==> src/rtl/regf_wb_arbiter_if.sv <==
// ---------------------------------------------------------------------------
// regf_wb_arbiter_if
// Bundles the register-file writeback bus that regf_wb_arbiter sits on.
//   master : pipeline writeback stage + long-latency (aux) unit side
//   slave  : the arbiter itself
// Signals
//   pipe_we/pipe_rd_s/pipe_rd_v : pipeline write request, index, data
//   aux_valid/aux_rd_s/aux_rd_v : aux result offer, index, data
//   aux_ready                   : arbiter accepts the aux offer this cycle
//   aux_pending                 : at least one aux result buffered
//   pipe_stall                  : pipeline must hold its writeback stage
//   regf_we/rd_s/rd_v           : register file write port
// ---------------------------------------------------------------------------
interface regf_wb_arbiter_if;
  logic        pipe_we;
  logic [4:0]  pipe_rd_s;
  logic [31:0] pipe_rd_v;
  logic        aux_valid;
  logic [4:0]  aux_rd_s;
  logic [31:0] aux_rd_v;
  logic        aux_ready;
  logic        aux_pending;
  logic        pipe_stall;
  logic        regf_we;
  logic [4:0]  rd_s;
  logic [31:0] rd_v;

  modport master (
    output pipe_we, pipe_rd_s, pipe_rd_v, aux_valid, aux_rd_s, aux_rd_v,
    input  aux_ready, aux_pending, pipe_stall, regf_we, rd_s, rd_v
  );

  modport slave (
    input  pipe_we, pipe_rd_s, pipe_rd_v, aux_valid, aux_rd_s, aux_rd_v,
    output aux_ready, aux_pending, pipe_stall, regf_we, rd_s, rd_v
  );
endinterface

==> src/rtl/regf_wb_arbiter.sv <==
// ---------------------------------------------------------------------------
// regf_wb_arbiter
// Shares one register-file write port between the pipeline writeback stage
// and a long-latency aux unit. Aux results are buffered in a 2-entry
// in-order FIFO and written in cycles the pipeline leaves the port free.
// With REGF_WB_ARB_STARVE_EN defined, a starvation counter forces a
// pipeline stall after STARVE_LIMIT consecutive denied cycles so the aux
// head is guaranteed to drain; otherwise pipe_stall is tied low.
// Ports
//   clk : clock, rising edge
//   rst : synchronous active-high reset
//   bus : regf_wb_arbiter_if.slave (see interface file for signal list)
// Parameters
//   STARVE_LIMIT : denied cycles before stall, 1..15
// ---------------------------------------------------------------------------
module regf_wb_arbiter #(
  parameter int unsigned STARVE_LIMIT = 4
) (
  input logic               clk,
  input logic               rst,
  regf_wb_arbiter_if.slave  bus
);

  if (STARVE_LIMIT < 1 || STARVE_LIMIT > 15) begin : g_bad_limit
    $error("regf_wb_arbiter: STARVE_LIMIT must be in 1..15");
  end

  typedef struct packed {
    logic [4:0]  s;
    logic [31:0] v;
  } entry_t;

  entry_t      mem [2];
  logic        wr_ptr;
  logic        rd_ptr;
  logic [1:0]  count;

  logic        fifo_nonempty;
  logic        push;
  logic        pop;
  logic        stall;
  logic        grant_fifo;
  logic        grant_pipe;
  entry_t      head;

  assign fifo_nonempty = (count != 2'd0);
  assign head          = mem[rd_ptr];

  // No pass-through: a full FIFO refuses even if it pops this cycle.
  assign bus.aux_ready   = !rst && (count != 2'd2);
  assign bus.aux_pending = !rst && fifo_nonempty;
  assign push            = bus.aux_valid && bus.aux_ready;

`ifdef REGF_WB_ARB_STARVE_EN
  logic [3:0] starve_cnt;

  assign stall = !rst && fifo_nonempty && (starve_cnt == 4'(STARVE_LIMIT));

  // Counts cycles the buffered head is waiting; any pop or an empty FIFO
  // restarts the wait. It never passes STARVE_LIMIT because reaching it
  // forces the pop that clears it.
  always_ff @(posedge clk) begin
    if (rst || !fifo_nonempty || pop) begin
      starve_cnt <= 4'd0;
    end else begin
      starve_cnt <= starve_cnt + 4'd1;
    end
  end
`else
  assign stall = 1'b0;
`endif

  assign bus.pipe_stall = stall;

  // NOTE: every output of this block gets a default first so no path
  // leaves it unassigned, which would otherwise infer a latch.
  always_comb begin
    grant_fifo = 1'b0;
    grant_pipe = 1'b0;
    if (!rst) begin
      if (stall) begin
        grant_fifo = 1'b1;
      end else if (bus.pipe_we) begin
        grant_pipe = 1'b1;
      end else if (fifo_nonempty) begin
        grant_fifo = 1'b1;
      end
    end
  end

  assign pop         = grant_fifo;
  assign bus.rd_s    = grant_fifo ? head.s : bus.pipe_rd_s;
  assign bus.rd_v    = grant_fifo ? head.v : bus.pipe_rd_v;
  // x0 writes are swallowed; an x0 aux entry still pops.
  assign bus.regf_we = (grant_fifo || grant_pipe) && (bus.rd_s != 5'd0);

  // NOTE: sequential state uses non-blocking assignments so every register
  // samples the pre-edge values regardless of statement order.
  always_ff @(posedge clk) begin
    if (rst) begin
      wr_ptr <= 1'b0;
      rd_ptr <= 1'b0;
      count  <= 2'd0;
    end else begin
      if (push) wr_ptr <= ~wr_ptr;
      if (pop)  rd_ptr <= ~rd_ptr;
      case ({push, pop})
        2'b10:   count <= count + 2'd1;
        2'b01:   count <= count - 2'd1;
        default: count <= count;
      endcase
    end
  end

  // NOTE: the storage array is not reset; count/pointers gate every read,
  // so stale contents are never observed and the array stays plain flops/RAM.
  always_ff @(posedge clk) begin
    if (push) mem[wr_ptr] <= '{s: bus.aux_rd_s, v: bus.aux_rd_v};
  end

endmodule

==> src/flat_wrapper.sv <==
// flat-port wrapper written by rule: the top's interface ports become plain ports
module regf_wb_arbiter_flat 
#(
  parameter int unsigned STARVE_LIMIT = 4
)
  (clk, rst, bus_pipe_we, bus_pipe_rd_s, bus_pipe_rd_v, bus_aux_valid, bus_aux_rd_s, bus_aux_rd_v, bus_aux_ready, bus_aux_pending, bus_pipe_stall, bus_regf_we, bus_rd_s, bus_rd_v);
  regf_wb_arbiter_if bus_i ();
  input logic clk;
  input logic rst;
  input wire logic [$bits(bus_i.pipe_we)-1:0] bus_pipe_we;
  input wire logic [$bits(bus_i.pipe_rd_s)-1:0] bus_pipe_rd_s;
  input wire logic [$bits(bus_i.pipe_rd_v)-1:0] bus_pipe_rd_v;
  input wire logic [$bits(bus_i.aux_valid)-1:0] bus_aux_valid;
  input wire logic [$bits(bus_i.aux_rd_s)-1:0] bus_aux_rd_s;
  input wire logic [$bits(bus_i.aux_rd_v)-1:0] bus_aux_rd_v;
  output wire logic [$bits(bus_i.aux_ready)-1:0] bus_aux_ready;
  output wire logic [$bits(bus_i.aux_pending)-1:0] bus_aux_pending;
  output wire logic [$bits(bus_i.pipe_stall)-1:0] bus_pipe_stall;
  output wire logic [$bits(bus_i.regf_we)-1:0] bus_regf_we;
  output wire logic [$bits(bus_i.rd_s)-1:0] bus_rd_s;
  output wire logic [$bits(bus_i.rd_v)-1:0] bus_rd_v;
  assign bus_i.pipe_we = bus_pipe_we;
  assign bus_i.pipe_rd_s = bus_pipe_rd_s;
  assign bus_i.pipe_rd_v = bus_pipe_rd_v;
  assign bus_i.aux_valid = bus_aux_valid;
  assign bus_i.aux_rd_s = bus_aux_rd_s;
  assign bus_i.aux_rd_v = bus_aux_rd_v;
  assign bus_aux_ready = bus_i.aux_ready;
  assign bus_aux_pending = bus_i.aux_pending;
  assign bus_pipe_stall = bus_i.pipe_stall;
  assign bus_regf_we = bus_i.regf_we;
  assign bus_rd_s = bus_i.rd_s;
  assign bus_rd_v = bus_i.rd_v;
  regf_wb_arbiter #(.STARVE_LIMIT(STARVE_LIMIT)) u_core (.clk(clk), .rst(rst), .bus(bus_i));
endmodule
==> config.mk <==
export PLATFORM = sky130hd
export DESIGN_NAME = regf_wb_arbiter_flat
export DESIGN_NICKNAME = d
export VERILOG_FILES = /design/src/rtl/regf_wb_arbiter_if.sv /design/src/rtl/regf_wb_arbiter.sv /design/src/flat_wrapper.sv
export SDC_FILE = /design/constraint.sdc
export NUM_CORES = 1
export LEC_CHECK = 0
export ABC_AREA = 0
export ABC_CLOCK_PERIOD_IN_PS = 3600
export CAP_MARGIN = 0
export CORE_MARGIN = 2
export CORE_UTILIZATION = 45
export CTS_CLUSTER_DIAMETER = 40
export DETAILED_ROUTE_END_ITERATION = 10
export DONT_BUFFER_PORTS = 1
export MAX_ROUTING_LAYER = met4
export PLACE_DENSITY_LB_ADDON = 0.1
export SYNTH_ARGS = -nofsm -noshare
export SYNTH_HDL_FRONTEND = slang
export SYNTH_SLANG_ARGS = --single-unit
==> constraint.sdc <==
create_clock -name clk -period 3.6 [get_ports clk]
set_clock_uncertainty 0.05 [all_clocks]
set_input_delay 0.72 -clock clk [delete_from_list [all_inputs] [get_ports clk]]
set_output_delay 0.72 -clock clk [all_outputs]
set_load 0.1 [all_outputs]
==> impl_metrics.csv, run 1 <==
group,metric,value,unit
worst_setup_path,critPathCaptureType,"output port",
sta,fmax,0.351,GHz
sta,layout_setup_ws,0.751,ns
synth,synthAdderAreaFrac,0.366,%
clock_tree,cts.repair.resized,0,
sta,hold_viol_final,0,
worst_setup_path,worst_ep_required_time,2.83,ns
route,postRouteAntennaNets,0,
global_routing,grt_max_degree,38,
global_routing,overflow,0,
die,dieHeight,91.2,um
synth,synth_xor_area_share,0.769,%
synth,synth_mux_area_share,11.5,%
global_routing,grt_pass1_vias,2020,
sta,setup_viol,0,
cells_and_area,seq_area,0.00232,mm^2
sta,drv_slew,0,
die,io_pins,119,
route,wl,6.06,mm
sta,setup_tns,0,ns
min_path,min_path_type,"primary input to flop",
clock_tree,cts_tree,"done",
synth,synth_top_family_by_area,"multiplexers",
die,floorplan.initialDensity,46.9,%
synth,avgSynthCellArea,14.4,um^2
route,drt_iter0_drc,71,
clock_tree,cts.htree.levels,3,
clock_tree,root_buffer,"clkbuf_8",
route,firstDrtPassIters,4,
placement,dp_slack,0.776,ns
route,vias,1935,
clock_tree,cts_buffers,9,
status,status,"complete, no violations",
sta,rsz0062_at_grt,"false",
sta,worst_hold_slack,0.388,ns
synth,ys_warn_count,0,
worst_setup_path,critPathKind,"flop to output port",
global_routing,antenna_found_initial,0,
cells_and_area,nFillCells,568,
flow_run,cap_viol_max_count,0,
synth,synth_compound_area_share,9.77,%
cells_and_area,drive_above_1_share,34.4,%
synth,synth_nets,316,
placement,place_congestion,0.708,
cells_and_area,area_delta_synth_final,30.5,%
die,die_x,91.2,um
sta,slew-limit-headroom,38.7,%
synth,synth_simple_gate_area_share,5.82,%
route,wl_per_cell,15.9,um
placement,hpwl,4.23,mm
sta,period_share,79.1,%
worst_setup_path,crit_path_start_kind,"flop",
global_routing,grt_util_all_layers,16.1,%
clock_tree,clockBufferDepth,2,
clock_tree,insertion_delay,0.34,ns
pwr,powerDensity,575,mW/mm^2
synth,ys_seq_elements,79,
cells_and_area,nNetsFinal,357,
die,die_area,0.00831,mm^2
clock_tree,cts-hold-fix-buffers,0,
synth,synth_cell_types,29,
clock_tree,clk_pin_slew,0.08,ns
synth,ys_seq_area_share,67.9,%
worst_setup_path,crit_chain,"buf_4, mux2i_1, a21oi_2, buf_12",
pwr,peakVddDrop,289,uV
route,post-route-drc-count,0,
clock_tree,cts.sink_count,79,
worst_setup_path,path_max_fanout,25,
synth,synth_area,0.00342,mm^2
clock_tree,cts_setup_buffers,0,
sta,worst_pin_slew,0.927,ns
cells_and_area,multi_input_area,0.00104,mm^2
route,viasPerCell,5.08,
pwr,leakage,1.52,nW
global_routing,grt_pass1_wl,9.85,mm
worst_setup_path,slowest_stage,"dfxtp_2",
die,core_area,0.00729,mm^2
die,rows,31,
sta,min_period,2.85,ns
synth,synth_cells,237,
cells_and_area,diodes,0,
worst_setup_path,worst_path_largest_cell_delay,0.58,ns
placement,io_buffers,0,
worst_setup_path,worst-endpoint-arrival,2.08,ns
==> state kept, by name, summed over array words and instances, names as in the netlist, named ones only <==
| name | flops |
|---|---|
| u_core.count | 2 |
| u_core.mem | 74 |
| u_core.rd_ptr | 1 |
| u_core.wr_ptr | 1 |
==> through the flow <==
stage | total power, mW | utilization, % | cell area [um^2] | std cells
2_1_floorplan | 1.63 | - | 3420 | 237
3_3_place_gp | 1.84 | 58.1 | 4240 | 366
3_5_place_dp | 1.85 | 58.1 | 4240 | 366
4_1_cts | 2.59 | 61.2 | 4460 | 381
5_1_grt | 2.66 | 61.2 | 4460 | 381
6_report | 2.56 | 61.2 | 4460 | 381
==> kinds of logic after synthesis <==
kind of cell    count (synthesis)
flops                          79
simple gates                   48
fa+ha+maj                       1
mux                            39
other cells                     1
compound gates                 46
buf+inv                        20
xor+xnor                        3
==> worst max-delay path: cells and delay by family, from the launching register on <==
| family | cells | cell delay [ns] |
|---|---|---|
| mux | 1 | 0.38 |
| compound gates | 1 | 0.12 |
| buf+inv | 2 | 0.66 |
| flops | 1 | 0.58 |
==> worst paths after layout <==
path / depth (start not counted) / slack (ns) / end / startpoint
hold / removal: 1 / 0.39 / u_core.count[1]$_SDFFE_PP0P_ / rst
hold reg to reg: 2 / 0.47 / u_core.count[1]$_SDFFE_PP0P_ / u_core.count[1]$_SDFFE_PP0P_
setup reg to reg: 8 / 1.55 / u_core.count[1]$_SDFFE_PP0P_ / u_core.count[0]$_SDFFE_PP0P_
setup / recovery: 4 / 0.75 / bus_rd_v[21] / flop
==> where the power goes <==
part / total (mW) / switching (mW) / internal [mW]
Combinational: 0.747 / 0.514 / 0.234
Sequential: 1.08 / 0.0234 / 1.05
Clock: 0.740 / 0.288 / 0.452
==> metal layers <==
metal  share of wire, %  routed length [um]  vias to the layer above  global-route usage, %
met2                 51                3070                       70                   25.7
met1                 39                2390                      910                   17.9
li1                   -                   -                      947                      -
met3                8.5                 513                        8                   6.06
met4                1.5                  91                        0                   7.58
met5                  0                   0                        -                      -
==> layout by cell type (no fill, tap or decap), types with 2 or more instances in the layout <==
cell type  instances
edfxtp_1          74
mux2i_1           37
nor2_1            35
a21oi_2           32
buf_12            32
buf_4             11
clkbuf_8           9
inv_1              4
a21o_1             4
nand3_1            4
and2_1             4
dfxtp_1            4
clkinv_1           3
a21oi_1            3
bufinv_16          3
inv_2              2
a22oi_1            2
nor2_4             2
mux2_2             2
xnor2_1            2
==> layout make-up <==
class / instances / area share [%]
Inverter: 7 / 0.589
Tap cell: 99 / 2.78
Multi-Input combinational cell: 138 / 23.3
Sequential cell: 79 / 52.1
Clock buffer: 10 / 2.86
Timing Repair Buffer: 43 / 16.2
Clock inverter: 5 / 2.19
==> synth_stat cells <==
master    count  share of area (%)
inv_2         2               0.22
and2_1        4               0.73
edfxtp_1     74                 65
xnor2_1       2               0.51
or3_1         1               0.18
conb_1        1               0.11
nor2_1       37                4.1
buf_6         5                1.6
o21ai_0       1               0.15
a21o_1        4               0.88
a21oi_2      19                4.9
mux2_2        2               0.66
a31oi_1       1               0.18
xor2_1        1               0.26
clkinv_1      1               0.11
o21a_1        1               0.22
inv_1         4               0.44
buf_4         2               0.44
a21oi_1      16                2.3
nand2_1       1               0.11
buf_2         6               0.88
o211ai_2      1               0.37
a22oi_1       2               0.44
mux2i_1      37                 11
nand3_1       4               0.59
dfxtp_1       5                2.9
nor3_1        1               0.15
ha_1          1               0.37
o21bai_2      1               0.33
Note: power is estimated with default switching activity, not from simulation.
==> inputs of run 2 (changes only) <==
Settings changed: ABC_CLOCK_PERIOD_IN_PS 3600 to 3000.
Clock period 3.6 ns to 3 ns, I/O delays scaled along.
==> impl_metrics.csv, run 2 (synthesis gave the netlist of run 1 again) <==
group,metric,value,unit
sta,worst_hold_slack,0.269,ns
sta,drv_slew,0,
clock_tree,cts.htree.levels,3,
placement,hpwl,4.31,mm
pwr,peakVddDrop,360,uV
route,drt_iter0_drc,53,
worst_setup_path,critPathKind,"flop to output port",
pwr,powerDensity,673,mW/mm^2
route,postRouteAntennaNets,0,
route,wl_per_cell,15.8,um
cells_and_area,final_cell_mix,"74 x edfxtp_1, 37 x mux2i_1, 35 x nor2_1, 35 x buf_12, 32 x a21oi_2",
cells_and_area,nFillCells,561,
clock_tree,cts_buffers,9,
status,status,"complete, no violations",
placement,io_buffers,0,
sta,fmax,0.376,GHz
worst_setup_path,crit_path_start_kind,"flop",
die,core_area,0.00729,mm^2
pwr,leakage,1.54,nW
worst_setup_path,critPathCaptureType,"output port",
clock_tree,cts.repair.resized,0,
clock_tree,clockBufferDepth,2,
sta,slew-limit-headroom,66.0,%
global_routing,grt_pass1_wl,9.76,mm
worst_setup_path,worst-endpoint-arrival,2.01,ns
sta,setup_viol,0,
clock_tree,root_buffer,"clkbuf_8",
cells_and_area,nNetsFinal,360,
cells_and_area,regMostFlops,"u_core.mem",
sta,rsz0062_at_grt,"false",
cells_and_area,stdcell_count,385,
clock_tree,cts_setup_buffers,0,
route,wl,6.10,mm
route,viasPerCell,5.07,
die,die_x,91.2,um
flow_run,cap_viol_max_count,0,
sta,min_period,2.66,ns
cells_and_area,diodes,0,
clock_tree,cts.sink_count,79,
cells_and_area,final_common_cell,"edfxtp_1",
route,firstDrtPassIters,4,
die,io_pins,119,
die,floorplan.initialDensity,46.9,%
cells_and_area,drive_above_1_share,35.7,%
cells_and_area,area_delta_synth_final,31.8,%
placement,dpl.cell_count,369,
route,vias,1951,
sta,setup_tns,0,ns
die,rows,31,
sta,worst_pin_slew,0.509,ns
route,post-route-drc-count,0,
worst_setup_path,path_max_fanout,38,
cells_and_area,reg.largest.list,"u_core.mem x74, u_core.count x2",
global_routing,grt_max_degree,39,
die,dieHeight,91.2,um
die,die_area,0.00831,mm^2
global_routing,antenna_found_initial,0,
global_routing,grt_pass1_vias,2004,
worst_setup_path,worst_ep_required_time,2.35,ns
clock_tree,clk_pin_slew,0.07,ns
global_routing,overflow,0,
clock_tree,insertion_delay,0.34,ns
cells_and_area,largest_reg_flops,74,
global_routing,grt_util_all_layers,16.0,%
clock_tree,cts_tree,"done",
placement,place_congestion,0.715,
cells_and_area,final_area,0.00451,mm^2
placement,dpl-instance-area,0.00430,mm^2
clock_tree,cts-hold-fix-buffers,0,
sta,hold_viol_final,0,
sta,period_share,88.6,%
min_path,min_path_type,"primary input to flop",
run 2: changes by cell type in the layout (fill, tap and decap cells not counted):
cell | previous run | this run
clkinv_2 | 0 | 1
buf_12 | 32 | 35
clkbuf_1 | 1 | 0
clkinvlp_4 | 0 | 2
bufinv_16 | 3 | 2
run 2: final timing paths:
| path | cells after the start | end | slack [ns] | startpoint |
|---|---|---|---|---|
| hold reg to reg | 2 | u_core.count[1]$_SDFFE_PP0P_ | 0.47 | u_core.count[1]$_SDFFE_PP0P_ |
| setup / recovery | 8 | bus_rd_v[7] | 0.34 | u_core.count[0]$_SDFFE_PP0P_ |
| setup reg to reg | 8 | u_core.count[1]$_SDFFE_PP0P_ | 0.97 | u_core.count[0]$_SDFFE_PP0P_ |
| hold / removal | 1 | u_core.count[1]$_SDFFE_PP0P_ | 0.27 | rst |
run 2: per-layer routing:
metal | vias to the layer above | wire [um] | global-route usage [%]
met4 | 0 | 105 | 6.82
met5 | - | 0 | -
met2 | 76 | 3010 | 25.4
li1 | 958 | - | -
met1 | 908 | 2450 | 18.2
met3 | 9 | 535 | 6.22
run 2: area by class of cell:
cell class,instances,area [um^2],share of cell area [%]
flip-flops and latches,79,2320,51.6
well taps,99,124,2.75
inverters,7,26.3,0.583
multi-input cells,138,1040,23.0
repair buffers,46,783,17.4
clock buffers,9,124,2.75
clock inverters,7,87.6,1.94
run 2: worst max-delay path: stages, from the launching register on:
cell	delay, ns
dfxtp_1	0.46
o21bai_2	0.11
inv_2	0.15
nand2_1	0.11
inv_2	0.11
buf_12	0.22
nor2_1	0.09
a21oi_2	0.19
buf_12	0.20
run 2: where the power goes:
group	internal, mW	leakage [nW]	switching (mW)	total (mW)
clock	0.461	0.100	0.362	0.823
combinational	0.296	0.715	0.620	0.917
sequential	1.26	0.720	0.0286	1.29
total	2.02	1.54	1.01	3.03
run 2: through the flow:
stage                     setup WS, ns  power (mW)  utilization (%)
final                            0.341        3.03             61.8
after global routing             0.159        3.14             61.8
after CTS                        0.310        3.06             61.8
after detailed placement         0.483        2.24             58.9
after global placement           0.532        2.23             58.9
after floorplan                 0.0204        1.97                -
